`config.mk`:
```
export PLATFORM = sky130hd
export DESIGN_NAME = encoder_frame_stacker_flat
export DESIGN_NICKNAME = d
export VERILOG_FILES = /design/src/rtl/encoder_frame_stacker_if.sv /design/src/rtl/encoder_frame_stacker.sv /design/src/flat_wrapper.sv
export SDC_FILE = /design/constraint.sdc
export NUM_CORES = 1
export LEC_CHECK = 0
export ABC_CLOCK_PERIOD_IN_PS = 10400
export CAP_MARGIN = 20
export CORE_ASPECT_RATIO = 0.7
export CORE_MARGIN = 2
export CORE_UTILIZATION = 60
export CTS_BUF_LIST = sky130_fd_sc_hd__clkbuf_8 sky130_fd_sc_hd__clkbuf_16
export CTS_CLUSTER_SIZE = 28
export DETAILED_ROUTE_END_ITERATION = 6
export PLACE_DENSITY = 0.77
export SLEW_MARGIN = 20
export SYNTH_ARGS = -nofsm -noshare
export SYNTH_HDL_FRONTEND = slang
export SYNTH_SLANG_ARGS = --single-unit
```
`constraint.sdc`:
```
create_clock -name clk -period 10.4 [get_ports clk]
set_input_delay 1.04 -clock clk [delete_from_list [all_inputs] [get_ports clk]]
set_output_delay 1.04 -clock clk [all_outputs]
set_load 0.02 [all_outputs]
```
`src/rtl/encoder_frame_stacker_if.sv`:
```
// Valid/ready bundle for the encoder frame stacker.
// Carries both the upstream (in_*) and downstream (out_*) handshakes.
interface encoder_frame_stacker_if #(
    parameter int DATA_WIDTH = 32
);
    localparam int KW = $clog2(DATA_WIDTH + 1);

    logic                  in_valid;
    logic                  in_ready;
    logic [DATA_WIDTH-1:0] in_data;
    logic [KW-1:0]         in_k;
    logic                  in_last;
    logic                  out_valid;
    logic                  out_ready;
    logic [DATA_WIDTH-1:0] out_data;
    logic [KW-1:0]         out_k;
    logic                  out_last;

    modport master (
        output in_valid, in_data, in_k, in_last, out_ready,
        input  in_ready, out_valid, out_data, out_k, out_last
    );

    modport slave (
        input  in_valid, in_data, in_k, in_last, out_ready,
        output in_ready, out_valid, out_data, out_k, out_last
    );
endinterface

```
`src/rtl/encoder_frame_stacker.sv`:
```
// LIFO frame reorderer: collects a frame of code words, replays it reversed.
// Optional k legality check enabled by defining ENC_STACK_KCHECK_EN.
module encoder_frame_stacker #(
    parameter  int DATA_WIDTH  = 32,
    parameter  int STACK_DEPTH = 16,
    localparam int KW          = $clog2(DATA_WIDTH + 1),
    localparam int CW          = $clog2(STACK_DEPTH + 1)
) (
    input  logic                  clk,
    input  logic                  rst,
    encoder_frame_stacker_if.slave bus,
    output logic [CW-1:0]         frame_len,
    output logic                  overflow,
    output logic                  k_err
);
    localparam int AW = $clog2(STACK_DEPTH);
`ifdef ENC_STACK_KCHECK_EN
    localparam bit KCHECK = 1'b1;
`else
    localparam bit KCHECK = 1'b0;
`endif

    typedef enum logic {FILL, DRAIN} state_t;

    state_t                   state, state_n;
    logic [CW-1:0]            ptr, ptr_n;
    logic [CW-1:0]            len_q, len_n;
    logic                     ovf_q, ovf_n;
    logic                     kerr_q, kerr_n;
    logic                     we;
    logic                     k_ok;
    logic [AW-1:0]            wr_idx;
    logic [AW-1:0]            rd_idx;
    logic [KW+DATA_WIDTH-1:0] rd_word;
    logic [KW+DATA_WIDTH-1:0] mem [STACK_DEPTH];

    assign wr_idx  = AW'(ptr);
    assign rd_idx  = AW'(ptr - CW'(1));
    assign rd_word = mem[rd_idx];

    always_comb begin
        state_n = state;
        ptr_n   = ptr;
        len_n   = len_q;
        ovf_n   = 1'b0;
        kerr_n  = 1'b0;
        we      = 1'b0;
        k_ok    = 1'b1;
        unique case (state)
            FILL: begin
                if (bus.in_valid) begin
                    if (KCHECK)
                        k_ok = (bus.in_k != '0) &&
                               (bus.in_k <= KW'(DATA_WIDTH));
                    // Full stack wins over a bad k: only overflow reports.
                    if (ptr == CW'(STACK_DEPTH)) begin
                        ovf_n = 1'b1;
                    end else if (!k_ok) begin
                        kerr_n = 1'b1;
                    end else begin
                        we    = 1'b1;
                        ptr_n = ptr + CW'(1);
                    end
                    if (bus.in_last && ptr_n != '0) begin
                        state_n = DRAIN;
                        len_n   = ptr_n;
                    end
                end
            end
            DRAIN: begin
                if (bus.out_ready) begin
                    if (ptr == CW'(1)) begin
                        state_n = FILL;
                        ptr_n   = '0;
                        len_n   = '0;
                    end else begin
                        ptr_n = ptr - CW'(1);
                    end
                end
            end
            default: ;
        endcase
    end

    always_ff @(posedge clk) begin
        if (rst) begin
            state  <= FILL;
            ptr    <= '0;
            len_q  <= '0;
            ovf_q  <= 1'b0;
            kerr_q <= 1'b0;
        end else begin
            state  <= state_n;
            ptr    <= ptr_n;
            len_q  <= len_n;
            ovf_q  <= ovf_n;
            kerr_q <= kerr_n;
        end
    end

    always_ff @(posedge clk) begin
        if (we && !rst)
            mem[wr_idx] <= {bus.in_k, bus.in_data};
    end

    // Outputs are forced quiet while reset is held.
    logic drain;
    assign drain = (state == DRAIN) && !rst;

    assign bus.in_ready  = (state == FILL) && !rst;
    assign bus.out_valid = drain;
    assign bus.out_data  = drain ? rd_word[DATA_WIDTH-1:0] : '0;
    assign bus.out_k     = drain ? rd_word[KW+DATA_WIDTH-1:DATA_WIDTH] : '0;
    assign bus.out_last  = drain && (ptr == CW'(1));
    assign frame_len     = rst ? '0 : len_q;
    assign overflow      = ovf_q && !rst;
    assign k_err         = kerr_q && !rst;
endmodule

```
`src/flat_wrapper.sv`:
```
// flat-port wrapper written by rule: the top's interface ports become plain ports
module encoder_frame_stacker_flat 
#(
    parameter  int DATA_WIDTH  = 32,
    parameter  int STACK_DEPTH = 16,
    localparam int KW          = $clog2(DATA_WIDTH + 1),
    localparam int CW          = $clog2(STACK_DEPTH + 1)
)
  (clk, rst, frame_len, overflow, k_err, bus_in_valid, bus_in_data, bus_in_k, bus_in_last, bus_out_ready, bus_in_ready, bus_out_valid, bus_out_data, bus_out_k, bus_out_last);
  encoder_frame_stacker_if #(.DATA_WIDTH(DATA_WIDTH)) bus_i ();
  input  logic clk;
  input  logic rst;
  output logic [CW-1:0] frame_len;
  output logic overflow;
  output logic k_err;
  input wire logic [$bits(bus_i.in_valid)-1:0] bus_in_valid;
  input wire logic [$bits(bus_i.in_data)-1:0] bus_in_data;
  input wire logic [$bits(bus_i.in_k)-1:0] bus_in_k;
  input wire logic [$bits(bus_i.in_last)-1:0] bus_in_last;
  input wire logic [$bits(bus_i.out_ready)-1:0] bus_out_ready;
  output wire logic [$bits(bus_i.in_ready)-1:0] bus_in_ready;
  output wire logic [$bits(bus_i.out_valid)-1:0] bus_out_valid;
  output wire logic [$bits(bus_i.out_data)-1:0] bus_out_data;
  output wire logic [$bits(bus_i.out_k)-1:0] bus_out_k;
  output wire logic [$bits(bus_i.out_last)-1:0] bus_out_last;
  assign bus_i.in_valid = bus_in_valid;
  assign bus_i.in_data = bus_in_data;
  assign bus_i.in_k = bus_in_k;
  assign bus_i.in_last = bus_in_last;
  assign bus_i.out_ready = bus_out_ready;
  assign bus_in_ready = bus_i.in_ready;
  assign bus_out_valid = bus_i.out_valid;
  assign bus_out_data = bus_i.out_data;
  assign bus_out_k = bus_i.out_k;
  assign bus_out_last = bus_i.out_last;
  encoder_frame_stacker #(.DATA_WIDTH(DATA_WIDTH), .STACK_DEPTH(STACK_DEPTH)) u_core (.clk(clk), .rst(rst), .bus(bus_i), .frame_len(frame_len), .overflow(overflow), .k_err(k_err));
endmodule
```
Word level (Yosys, flattened, before mapping)
Memories as Yosys holds them, arrays and structs flattened. Index checks and enable logic that the tools add are counted.

$add $sub $neg: 2. Equal/unequal tests: 6. Multiplexer cells: 26. Bitwise operators: 2. Reductions and logical operators: 11.

Operators with widths (number): $mux W5 (11); $mux W32 (1); $pmux W5 S2 (2); $mux W1 (10); $logic_and A1 B1 Y1 (6); $mux W6 (1); $ne A2 B2 Y1 const B (3); $add A5 B1 Y5 const B (1); $eq A5 B1 Y1 const B (1); $eq A5 B5 Y1 const B (1); $reduce_bool A5 Y1 (1); $sub A5 B1 Y5 const B (1); $reduce_and A4 Y1 (1); $reduce_or A3 Y1 (1); $ne A2 B1 Y1 const B (1); $not A1 Y1 (2); $pmux W1 S2 (1); $reduce_and A2 Y1 (1); $logic_not A1 Y1 (1).

Register bits after elaboration: 12. RAM bits: 608. Word-level logic and storage cells: 52. Memories kept: 1.

Memories: u_core.mem (depth 16, width 38, rd ports 1, clocked after memory_dff 0, wr ports 1, line encoder_frame_stacker.sv:35) `logic [KW+DATA_WIDTH-1:0] mem [STACK_DEPTH];`.

Longest topological paths before layout
Gate-level depths: netlist of run 1.

Depth after elaboration: 9. Gate-level depth with buffers: 10. Mapped depth without buffers: 7.

Worst setup path after synthesis of run 1
Ideal clock, no wire load.

Kind: input-to-reg. Start: input port rst. End: memory u_core.mem[4][0] (netlist bit), enable pin. Arrival time: 5528 ps. Data required time: 9872 ps. Setup slack: 4343 ps. Cell stages on the path: 5. Buffers on the path: 2. Cell sequence: clkbuf_1 > nor2_1 > nand2_1 > clkbuf_1 > nor4_1.

Longest elaborated chain between the ends: 4.

RTL lines: from (decl) (line flat_wrapper.sv:12) `input logic rst;`; $logic_not A1 Y1 (line encoder_frame_stacker.sv:102) `if (we && !rst)`; $logic_and A1 B1 Y1 (line encoder_frame_stacker.sv:102); $mux W1 (line encoder_frame_stacker.sv:102); $mux W1 (not written as such) (line encoder_frame_stacker.sv:103) `mem[wr_idx] <= {bus.in_k, bus.in_data};`; to (decl) (line encoder_frame_stacker.sv:35).

Every way passes these cells.

Worst setup path in the final report of run 1
Start: register u_core.ptr[0]. End: output port bus_out_k[1].

Longest elaborated chain between the ends: 3.

RTL lines: from (decl) (line encoder_frame_stacker.sv:26) `logic [CW-1:0] ptr, ptr_n;`; from (signal assigned) (line encoder_frame_stacker.sv:94) `ptr <= ptr_n;`; $sub A5 B1 Y5; $mem_v2 Z16 W38; $mux W6 (line encoder_frame_stacker.sv:113) `assign bus.out_k = drain ? rd_word[KW+DATA_WIDTH-1:DATA_WIDTH] : '0;`; to (decl) (line flat_wrapper.sv:24) `output wire logic [$bits(bus_i.out_k)-1:0] bus_out_k;`.

Every way passes these cells.

==> results of run 1 <==
-- per-layer routing --
metal	GRT usage, %	wire [µm]	share of wire (%)	vias to the layer above
met4	6.03	981	2.0	0
met1	35.3	20600	42	5852
met3	4.32	3760	7.7	76
met2	38.9	23700	48	469
met5	0	0	0	-
li1	-	-	-	4734
-- cell type report --
cell class	count	area (µm²)
timing repair buffer	115	1090
tap	535	669
clock buffer	55	1380
inverter	8	30.0
fill	2408	12500
clock inverter	43	234
sequential	620	18500
antenna	1	2.50
multi-input combinational	375	5200
-- worst max path at each step --
stage	start	endpoint
global placement	u_core.ptr[0]	bus_out_data[17]
floorplan	rst	u_core.mem[4][0]
global route	u_core.ptr[0]	bus_out_data[17]
detailed placement	u_core.ptr[0]	bus_out_k[1]
CTS	u_core.ptr[0]	bus_out_data[19]
finish	u_core.ptr[0]	bus_out_k[1]
-- flip-flops by register name, indices dropped and copies added (netlist names) --
signal and cells:
u_core.mem 608, u_core.len_q 5, u_core.ptr 5, u_core.ovf_q 1
u_core.state 1
-- cells by family after synthesis --
group | count (synthesis)
compound gates | 68
xor+xnor | 5
fa+ha+maj | 4
buf+inv | 70
flops | 620
mux | 231
other cells | 1
simple gates | 66
-- stage by stage --
step	util [%]	area, µm²	setup slack, ns	std cells
after floorplan	-	24100	4.34	1065
after global placement	64.3	25500	5.42	1653
after detailed placement	64.3	25500	5.38	1653
after CTS	68.4	27100	4.73	1751
after global routing	68.4	27100	4.45	1752
final	68.4	27100	4.80	1752
-- critical path: cells and delay by family, from the launching register on --
| family | cells | cell delay (ns) |
|---|---|---|
| AOI/OAI and AO/OA | 1 | 0.34 |
| buffers and inverters | 3 | 1.75 |
| adders and majority gates | 1 | 0.61 |
| DFF | 1 | 0.72 |
| muxes | 2 | 0.47 |
-- cells in the final DEF (no fill, tap or decap), types with 7 or more instances in the layout --
| master | netlist | routed |
|---|---|---|
| clkbuf_16 | 0 | 55 |
| o22ai_1 | 39 | 39 |
| mux2i_1 | 78 | 78 |
| nand3_1 | 8 | 8 |
| mux4_2 | 152 | 152 |
| clkinv_2 | 0 | 13 |
| nand2_1 | 8 | 7 |
| inv_1 | 8 | 24 |
| and2_2 | 0 | 12 |
| nor2_1 | 12 | 12 |
| clkinv_1 | 0 | 8 |
| buf_4 | 9 | 26 |
| dfxtp_1 | 12 | 11 |
| edfxtp_1 | 608 | 608 |
| clkdlybuf4s50_1 | 0 | 89 |
-- power breakdown --
group / internal (mW) / switching (mW) / total [mW]
clock: 0.983 / 0.854 / 1.84
combinational: 0.301 / 0.328 / 0.629
sequential: 2.77 / 0.0203 / 2.79
==> flow_metrics.py, run 1 <==
metrics = {
    "sta": {
        "relSlewSlack_pct": 32.4,
        "timing.final.crit_share_pct": 53.8,
        "tightest_slew_ns": 1.01,
        "tns_ns": 0,
        "fmax_ghz": 0.179,
        "slew_viol_final": 0,
        "fin_crit_ns": 5.60,
        "skew_ns": 0.0176,
        "hold-worst-slack_ns": 0.498,
        "rsz0062_at_grt": "false",
        "finalSetupViolCount": 0,
        "hold_viol_final": 0,
    },
    "clocking": {
        "postCtsSetupBuffers": 0,
        "cts.sinks": 620,
        "clkTransAtPathRegs_ns": 0.06,
        "clockBufferDepth": 3,
        "cts_max_level": 2,
        "cts-root-buf": "clkbuf_16",
        "insertion_delay_ns": 0.58,
        "cts.hold.buffers_added": 0,
        "cts.repair.resized": 0,
        "cts_made_buffers": 55,
        "cts_tree": "done",
    },
    "pwr": {
        "p_per_area_nw_per_um2": 194,
        "finalPower_mw": 5.26,
        "vdd_drop_max_mv": 0.164,
        "leakagePower_nw": 8.65,
    },
    "route": {
        "postRouteWirelength_mm": 49.0,
        "vias": 11100,
        "drc": 0,
        "drtAntennaViolNets": 0,
        "viasPerCell": 6.35,
        "first_pass_iters": 5,
        "drt_iter0_markers": 1351,
        "wl_per_cell_um": 28.0,
    },
    "synthesis": {
        "synth_top_area_share_pct": 75.9,
        "synth_ff_type": "edfxtp_1",
        "synth_cell_types": 44,
        "synth-simple-area-share_pct": 1.50,
        "syn_nets": 1112,
        "synth_commonest_cells": "edfxtp_1 (608), mux4_2 (152), mux2i_1 (78)",
        "synth_top_family_by_area": "multiplexers",
        "avgSynthCellArea_um2": 22.6,
        "synth_area_um2": 24100,
        "synth_fa_ha_area_share_pct": 0.208,
        "synthArstFlopShare_pct": 0,
        "synth_largest_area_cell": "edfxtp_1",
        "synth_xor_xnor_area_share_pct": 0.213,
        "ys_warn_count": 0,
        "synth_seq_cells": 620,
        "synth_cells": 1065,
        "synthMuxAreaShare_pct": 17.5,
        "synth_edf_count": 608,
        "seq_area_frac_synth_pct": 76.9,
        "ys_top_cells_by_area": "edfxtp_1 (76%), mux4_2 (14%), mux2i_1 (3.2%), o22ai_1 (1.0%), dfxtp_1 (1.0%)",
        "synth_compound_area_share_pct": 1.89,
        "synth_most_common_cell": "edfxtp_1",
    },
    "critical_path": {
        "rr_startpoint": "u_core.state",
        "worstRegToRegCells": 5,
        "r2r-end": "u_core.mem[1][5]",
        "slowest_stage": "buf_4",
        "cp-start-kind": "flip-flop",
        "crit_path_end_kind": "output port",
        "worstSetupPathType": "flip-flop to output port",
        "path_cells": "inv_1, ha_4, buf_4, mux4_2, mux2i_1, o22ai_1, clkdlybuf4s50_1",
        "r2r_slack_ns": 6.87,
        "crit_fanout": 69,
        "worstPathRequired_ns": 9.36,
        "worst_ep_arrival_time_ns": 4.56,
        "crit_path_max_incr_delay_ns": 0.83,
    },
    "min_path": {
        "worstHoldStart": "u_core.len_q[4]",
        "hold_depth": 2,
        "worstHoldEndpoint": "u_core.len_q[4]",
        "hp-class": "flip-flop to flip-flop",
    },
    "placed_design": {
        "port_buffers": 89,
        "dp_hpwl_mm": 23.7,
        "gp_congestion": 0.800,
    },
    "die": {
        "io_pins": 91,
        "die_w_um": 243,
        "coreArea_um2": 39600,
        "start_util_pct": 60.7,
        "die-area_um2": 41700,
        "die_h_um": 172,
        "rows": 61,
    },
    "grt": {
        "antenna_found_initial": 1,
        "grt_pass1_vias": 11400,
        "overflow": 0,
        "grt_pass1_wl_mm": 73.1,
        "grt_max_degree": 70,
        "grt_use_total_pct": 24.2,
    },
    "run_status": {
        "status": "complete, no violations",
    },
    "cells_and_area": {
        "area_delta_synth_final_pct": 12.7,
        "drive_gt1_share_pct": 22.8,
        "nNetsFinal": 1222,
    },
    "flow_run": {
        "maxCapViolations": 0,
    },
}
No activity file was read; power rests on OpenSTA's default activity.
==> inputs of run 2 (changes only) <==
--- a/config.mk
+++ b/config.mk
@@ -5,15 +5,15 @@
 export SDC_FILE = /design/constraint.sdc
 export NUM_CORES = 1
 export LEC_CHECK = 0
-export ABC_CLOCK_PERIOD_IN_PS = 10400
+export ABC_CLOCK_PERIOD_IN_PS = 4700
 export CAP_MARGIN = 20
 export CORE_ASPECT_RATIO = 0.7
 export CORE_MARGIN = 2
-export CORE_UTILIZATION = 60
+export CORE_UTILIZATION = 55
 export CTS_BUF_LIST = sky130_fd_sc_hd__clkbuf_8 sky130_fd_sc_hd__clkbuf_16
 export CTS_CLUSTER_SIZE = 28
 export DETAILED_ROUTE_END_ITERATION = 6
-export PLACE_DENSITY = 0.77
+export PLACE_DENSITY = 0.74
 export SLEW_MARGIN = 20
 export SYNTH_ARGS = -nofsm -noshare
 export SYNTH_HDL_FRONTEND = slang
==> constraint.sdc (replaced) <==
create_clock -name clk -period 4.7 [get_ports clk]
set_input_delay 0.47 -clock clk [delete_from_list [all_inputs] [get_ports clk]]
set_output_delay 0.47 -clock clk [all_outputs]
set_load 0.02 [all_outputs]
==> run 2 against run 1 <==
  * First-iteration DRC count fell by 31%
  * Final cell count rose by 3.9%
  * Flip-flop and latch count did not move
  * Sequential share of layout area fell by 0.71 points
  * Worst setup slack got worse by 4.4 ns
  * Clock power rose by 130%
  * Sequential power rose by 120%
  * Clock skew rose by 0.0037 ns
  * Critical path depth fell by 1
  * Worst hold slack got worse by 0.013 ns
  * Non-clock buffer count rose by 8
  * Largest power group unchanged
==> flow_metrics.py, run 2 (synthesized netlist as in run 1, its figures left out) <==
metrics = {
    "run_status": {
        "status": "complete, no violations",
    },
    "sta": {
        "fin_crit_ns": 4.30,
        "setup_ws_ns": 0.404,
        "slew_viol_final": 0,
        "timing.final.crit_share_pct": 91.4,
        "finalSetupViolCount": 0,
        "rsz0062_at_grt": "false",
        "skew_ns": 0.0213,
        "hold_viol_final": 0,
        "fmax_ghz": 0.233,
        "tightest_slew_ns": 0.980,
        "tns_ns": 0,
        "hold-worst-slack_ns": 0.485,
        "relSlewSlack_pct": 34.7,
    },
    "cells_and_area": {
        "largest_reg_flops": 608,
        "area_delta_synth_final_pct": 13.9,
        "multi_input_area_um2": 5200,
        "regArea_um2": 18500,
        "final_cell_mix": "edfxtp_1 (608), mux4_2 (152), clkdlybuf4s50_1 (89), mux2i_1 (78), clkbuf_16 (56)",
        "fill_cells": 2906,
        "largest_registers": "u_core.mem x608, u_core.len_q x5, u_core.ptr x5",
        "top_register": "u_core.mem",
        "n_antenna_cell": 0,
        "fin_util_pct": 63.1,
        "nNetsFinal": 1231,
        "stdcell_count": 1821,
        "final_common_cell": "edfxtp_1",
        "drive_gt1_share_pct": 23.5,
    },
    "route": {
        "postRouteWirelength_mm": 47.2,
        "viasPerCell": 6.11,
        "drc": 0,
        "drt_iter0_markers": 935,
        "vias": 11100,
        "wl_per_cell_um": 25.9,
        "first_pass_iters": 7,
        "drtAntennaViolNets": 0,
    },
    "critical_path": {
        "slowest_stage": "dfxtp_1",
        "crit_family": "buffers and inverters",
        "crit_fanout": 24,
        "crit_path_max_incr_delay_ns": 0.69,
        "crit_path_end_kind": "output port",
        "worstSetupPathType": "flip-flop to output port",
        "path_cells": "inv_1, nor2_1, nand2_2, buf_4, o22ai_1, clkdlybuf4s50_1",
        "worst-path-buf-inv": 3,
        "worstPathRequired_ns": 4.23,
        "worst_ep_arrival_time_ns": 3.83,
        "cp-start-kind": "flip-flop",
    },
    "clocking": {
        "cts-root-buf": "clkbuf_16",
        "clkTransAtPathRegs_ns": 0.06,
        "postCtsSetupBuffers": 0,
        "cts_made_buffers": 56,
        "insertion_delay_ns": 0.59,
        "cts.repair.resized": 0,
        "cts_tree": "done",
        "cts.hold.buffers_added": 0,
        "cts.sinks": 620,
        "clockBufferDepth": 3,
        "cts_max_level": 2,
    },
    "die": {
        "die-area_um2": 45500,
        "die_w_um": 254,
        "coreArea_um2": 43400,
        "die_h_um": 179,
        "io_pins": 91,
        "start_util_pct": 55.4,
        "rows": 64,
    },
    "placed_design": {
        "gp_congestion": 0.806,
        "dpl_worst_slack_ns": 0.967,
        "dp_hpwl_mm": 25.4,
        "port_buffers": 89,
        "dp_cells": 1720,
    },
    "grt": {
        "grt_use_total_pct": 21.3,
        "antenna_found_initial": 0,
        "grt_max_degree": 98,
        "overflow": 0,
        "grt_pass1_vias": 11200,
        "grt_pass1_wl_mm": 70.9,
    },
    "flow_run": {
        "maxCapViolations": 0,
    },
    "min_path": {
        "hp-class": "flip-flop to flip-flop",
    },
    "pwr": {
        "leakagePower_nw": 8.72,
        "vdd_drop_max_mv": 0.320,
        "p_per_area_nw_per_um2": 433,
    },
}
## run 2: cell types whose count changed in the layout (fill, tap and decap cells not counted), moves of 2 or more
cell,change
buf_12,+5
buf_4,+3
bufinv_16,+2
clkinv_1,+5
clkinv_2,-2
clkinvlp_4,+2
inv_1,-5
## run 2: final cells by class
type / count / share of cell area, %
inverter: 8 / 0.110
tap: 594 / 2.71
multi-input combinational: 375 / 19.0
clock inverter: 45 / 1.09
sequential: 620 / 67.6
timing repair buffer: 123 / 4.41
clock buffer: 56 / 5.12
## run 2: path summary, 6_finish.rpt
check,slack [ns],endpoint,cells after the start,start
setup / recovery,0.40,bus_out_data[19],6,u_core.state
hold / removal,0.49,u_core.len_q[4],2,u_core.len_q[4]
setup reg to reg,1.73,u_core.mem[5][21],4,u_core.ptr[2]
hold reg to reg,0.49,u_core.len_q[4],2,u_core.len_q[4]
## run 2: per-layer routing
metal	up-vias	GRT usage, %	wire, µm
met5	-	0	0
met4	0	3.95	588
met3	58	3.09	2550
met2	367	34.6	23300
met1	5956	31.7	20800
li1	4750	-	-
## run 2: worst register-to-register path, stage by stage, from the launching register on
cell and delay [ns]:
dfxtp_1 0.87, inv_1 0.28, nor3_1 0.33, and2_2 0.86, buf_4 0.33
## run 2: power breakdown
group | switching, mW | internal [mW]
sequential | 0.0290 | 6.13
clock | 1.92 | 2.33
combinational | 0.760 | 0.686
total | 2.71 | 9.15
## run 2: stage by stage
step / power (mW) / area (µm²)
final: 11.9 / 27400
after global placement: 7.73 / 25700
after CTS: 12.0 / 27400
after floorplan: 7.33 / 24100
after global routing: 12.2 / 27400
after detailed placement: 7.74 / 25700
==> inputs of run 3 (changes only) <==
--- a/config.mk
+++ b/config.mk
@@ -5,7 +5,7 @@
 export SDC_FILE = /design/constraint.sdc
 export NUM_CORES = 1
 export LEC_CHECK = 0
-export ABC_CLOCK_PERIOD_IN_PS = 4700
+export ABC_CLOCK_PERIOD_IN_PS = 3630
 export CAP_MARGIN = 20
 export CORE_ASPECT_RATIO = 0.7
 export CORE_MARGIN = 2
==> constraint.sdc (replaced) <==
create_clock -name clk -period 3.63 [get_ports clk]
set_input_delay 0.363 -clock clk [delete_from_list [all_inputs] [get_ports clk]]
set_output_delay 0.363 -clock clk [all_outputs]
set_load 0.02 [all_outputs]
==> run 3 against run 2 <==
  * Final cell count grew 0.71%
  * Sequential share of layout area fell by 1.1 points
  * Non-clock buffer count up 12
  * Via count increased by 2.4%
  * Sequential power is 30% higher
  * Core utilization is 1.0 points higher
  * Clock power grew 32%
  * Worst hold slack worse by 0.060 ns
  * Critical endpoint is now bus_out_k[5]
  * Highest routed layer unchanged
==> flow_metrics.py, run 3 (synthesized netlist as in run 1, its figures left out) <==
metrics = {
    "run_status": {
        "status": "complete, no violations",
    },
    "cells_and_area": {
        "largest_reg_flops": 608,
        "n_antenna_cell": 0,
        "regArea_um2": 18500,
        "area_delta_synth_final_pct": 15.7,
        "drive_gt1_share_pct": 24.4,
        "final_cell_mix": "edfxtp_1 (608), mux4_2 (152), clkdlybuf4s50_1 (84), mux2i_1 (78), clkbuf_16 (60)",
        "nNetsFinal": 1243,
        "fill_cells": 2883,
        "top_register": "u_core.mem",
        "largest_registers": "u_core.mem x608, u_core.len_q x5, u_core.ptr x5",
        "design_area_um2": 27800,
        "multi_input_area_um2": 5240,
        "final_common_cell": "edfxtp_1",
    },
    "grt": {
        "grt_pass1_vias": 11400,
        "antenna_found_initial": 0,
        "overflow": 0,
        "grt_max_degree": 92,
        "grt_use_total_pct": 22.7,
        "grt_pass1_wl_mm": 74.0,
    },
    "clocking": {
        "clkTransAtPathRegs_ns": 0.06,
        "clockBufferDepth": 3,
        "cts-root-buf": "clkbuf_16",
        "cts.sinks": 620,
        "insertion_delay_ns": 0.60,
        "cts_made_buffers": 56,
        "cts_max_level": 2,
        "cts.hold.buffers_added": 0,
        "cts_tree": "done",
    },
    "placed_design": {
        "port_buffers": 89,
        "gp_congestion": 0.803,
        "dp_hpwl_mm": 26.0,
        "place_area_um2": 26000,
    },
    "route": {
        "drc": 0,
        "drt_iter0_markers": 1350,
        "wl_per_cell_um": 28.1,
        "drtAntennaViolNets": 0,
        "viasPerCell": 6.21,
        "postRouteWirelength_mm": 51.6,
        "first_pass_iters": 5,
        "vias": 11400,
    },
    "min_path": {
        "hold_depth": 2,
        "hp-class": "input pin to flip-flop",
        "worstHoldStart": "bus_out_ready",
        "worstHoldEndpoint": "u_core.state",
    },
    "die": {
        "die_h_um": 179,
        "start_util_pct": 55.4,
        "die_w_um": 254,
        "coreArea_um2": 43400,
        "io_pins": 91,
        "die-area_um2": 45500,
        "rows": 64,
    },
    "critical_path": {
        "rr_startpoint": "u_core.ptr[0]",
        "crit_fanout": 34,
        "cp-start-kind": "flip-flop",
        "r2r_slack_ns": 1.01,
        "crit_path_end_kind": "output port",
        "r2r-end": "u_core.mem[3][25]",
        "worst_ep_arrival_time_ns": 3.19,
        "worstRegToRegCells": 5,
        "worstSetupPathType": "flip-flop to output port",
        "worstPathRequired_ns": 3.27,
    },
    "sta": {
        "tightest_slew_ns": 0.714,
        "fmax_ghz": 0.282,
        "rsz0062_at_grt": "false",
        "fin_crit_ns": 3.55,
        "finalSetupViolCount": 0,
        "skew_ns": 0.0124,
        "timing.final.crit_share_pct": 97.8,
        "hold_viol_final": 0,
        "slew_viol_final": 0,
        "relSlewSlack_pct": 51.2,
    },
    "pwr": {
        "leakagePower_nw": 8.97,
        "p_per_area_nw_per_um2": 559,
        "finalPower_mw": 15.6,
        "vdd_drop_max_mv": 0.642,
    },
    "flow_run": {
        "maxCapViolations": 0,
    },
}
-- run 3: through the flow --
stage / TNS [ns] / utilization, % / std cells / setup slack [ns] / hold slack (ns)
floorplan: -21.02 / - / 1065 / -0.184 / 0.455
global placement: 0 / 59.8 / 1727 / 0.560 / 0.471
detailed placement: 0 / 59.8 / 1727 / 0.546 / 0.476
CTS: -0.0211 / 64.0 / 1830 / -0.0121 / 0.407
global route: 0 / 64.1 / 1834 / 0.00965 / 0.446
finish: 0 / 64.1 / 1834 / 0.0800 / 0.425
-- run 3: area by class of cell --
cell class              instances  share of cell area [%]
repair buffers                135                    5.71
flip-flops and latches        620                    66.5
inverters                       8                   0.108
multi-input cells             375                    18.8
clock inverters                44                    1.02
clock buffers                  58                    5.21
well taps                     594                    2.67
-- run 3: per-layer routing --
metal / GRT usage, % / wire length [µm] / up-vias
li1: - / - / 4776
met2: 37.0 / 25700 / 496
met5: 0 / 0 / -
met3: 4.18 / 3950 / 69
met4: 4.88 / 800 / 0
met1: 32.8 / 21200 / 6057
-- run 3: worst max path at each step --
stage	from	to	slack (ns)	cells past startpoint
floorplan	rst	u_core.mem[12][0]	-0.18	5
global placement	u_core.ptr[1]	bus_out_k[4]	0.56	7
detailed placement	u_core.ptr[1]	bus_out_k[4]	0.55	7
CTS	u_core.ptr[0]	bus_out_last	-0.01	5
global route	u_core.ptr[0]	bus_out_data[20]	0.01	7
finish	u_core.ptr[0]	bus_out_k[5]	0.08	7
-- run 3: what timing repair did --
item,4_1_cts,5_1_grt
cloned,1,2
setup buffers,0,2
gates resized for setup,6,5
endpoints found under the hold margin,0,0
endpoints found under the setup margin,10,36
-- run 3: report_power, final --
| part | total, mW | leakage (nW) | switching, mW | internal [mW] |
|---|---|---|---|---|
| Combinational | 2.01 | 2.50 | 1.04 | 0.968 |
| Sequential | 7.98 | 5.57 | 0.0342 | 7.94 |
| Clock | 5.59 | 0.895 | 2.50 | 3.09 |
-- run 3: worst max-delay path, stage by stage (launching register included) --
cell and delay, ns:
dfxtp_4 0.43, inv_1 0.13, ha_4 0.41, buf_12 0.25
mux4_2 0.25, mux2i_1 0.08, o22ai_1 0.33, clkdlybuf4s50_1 0.68
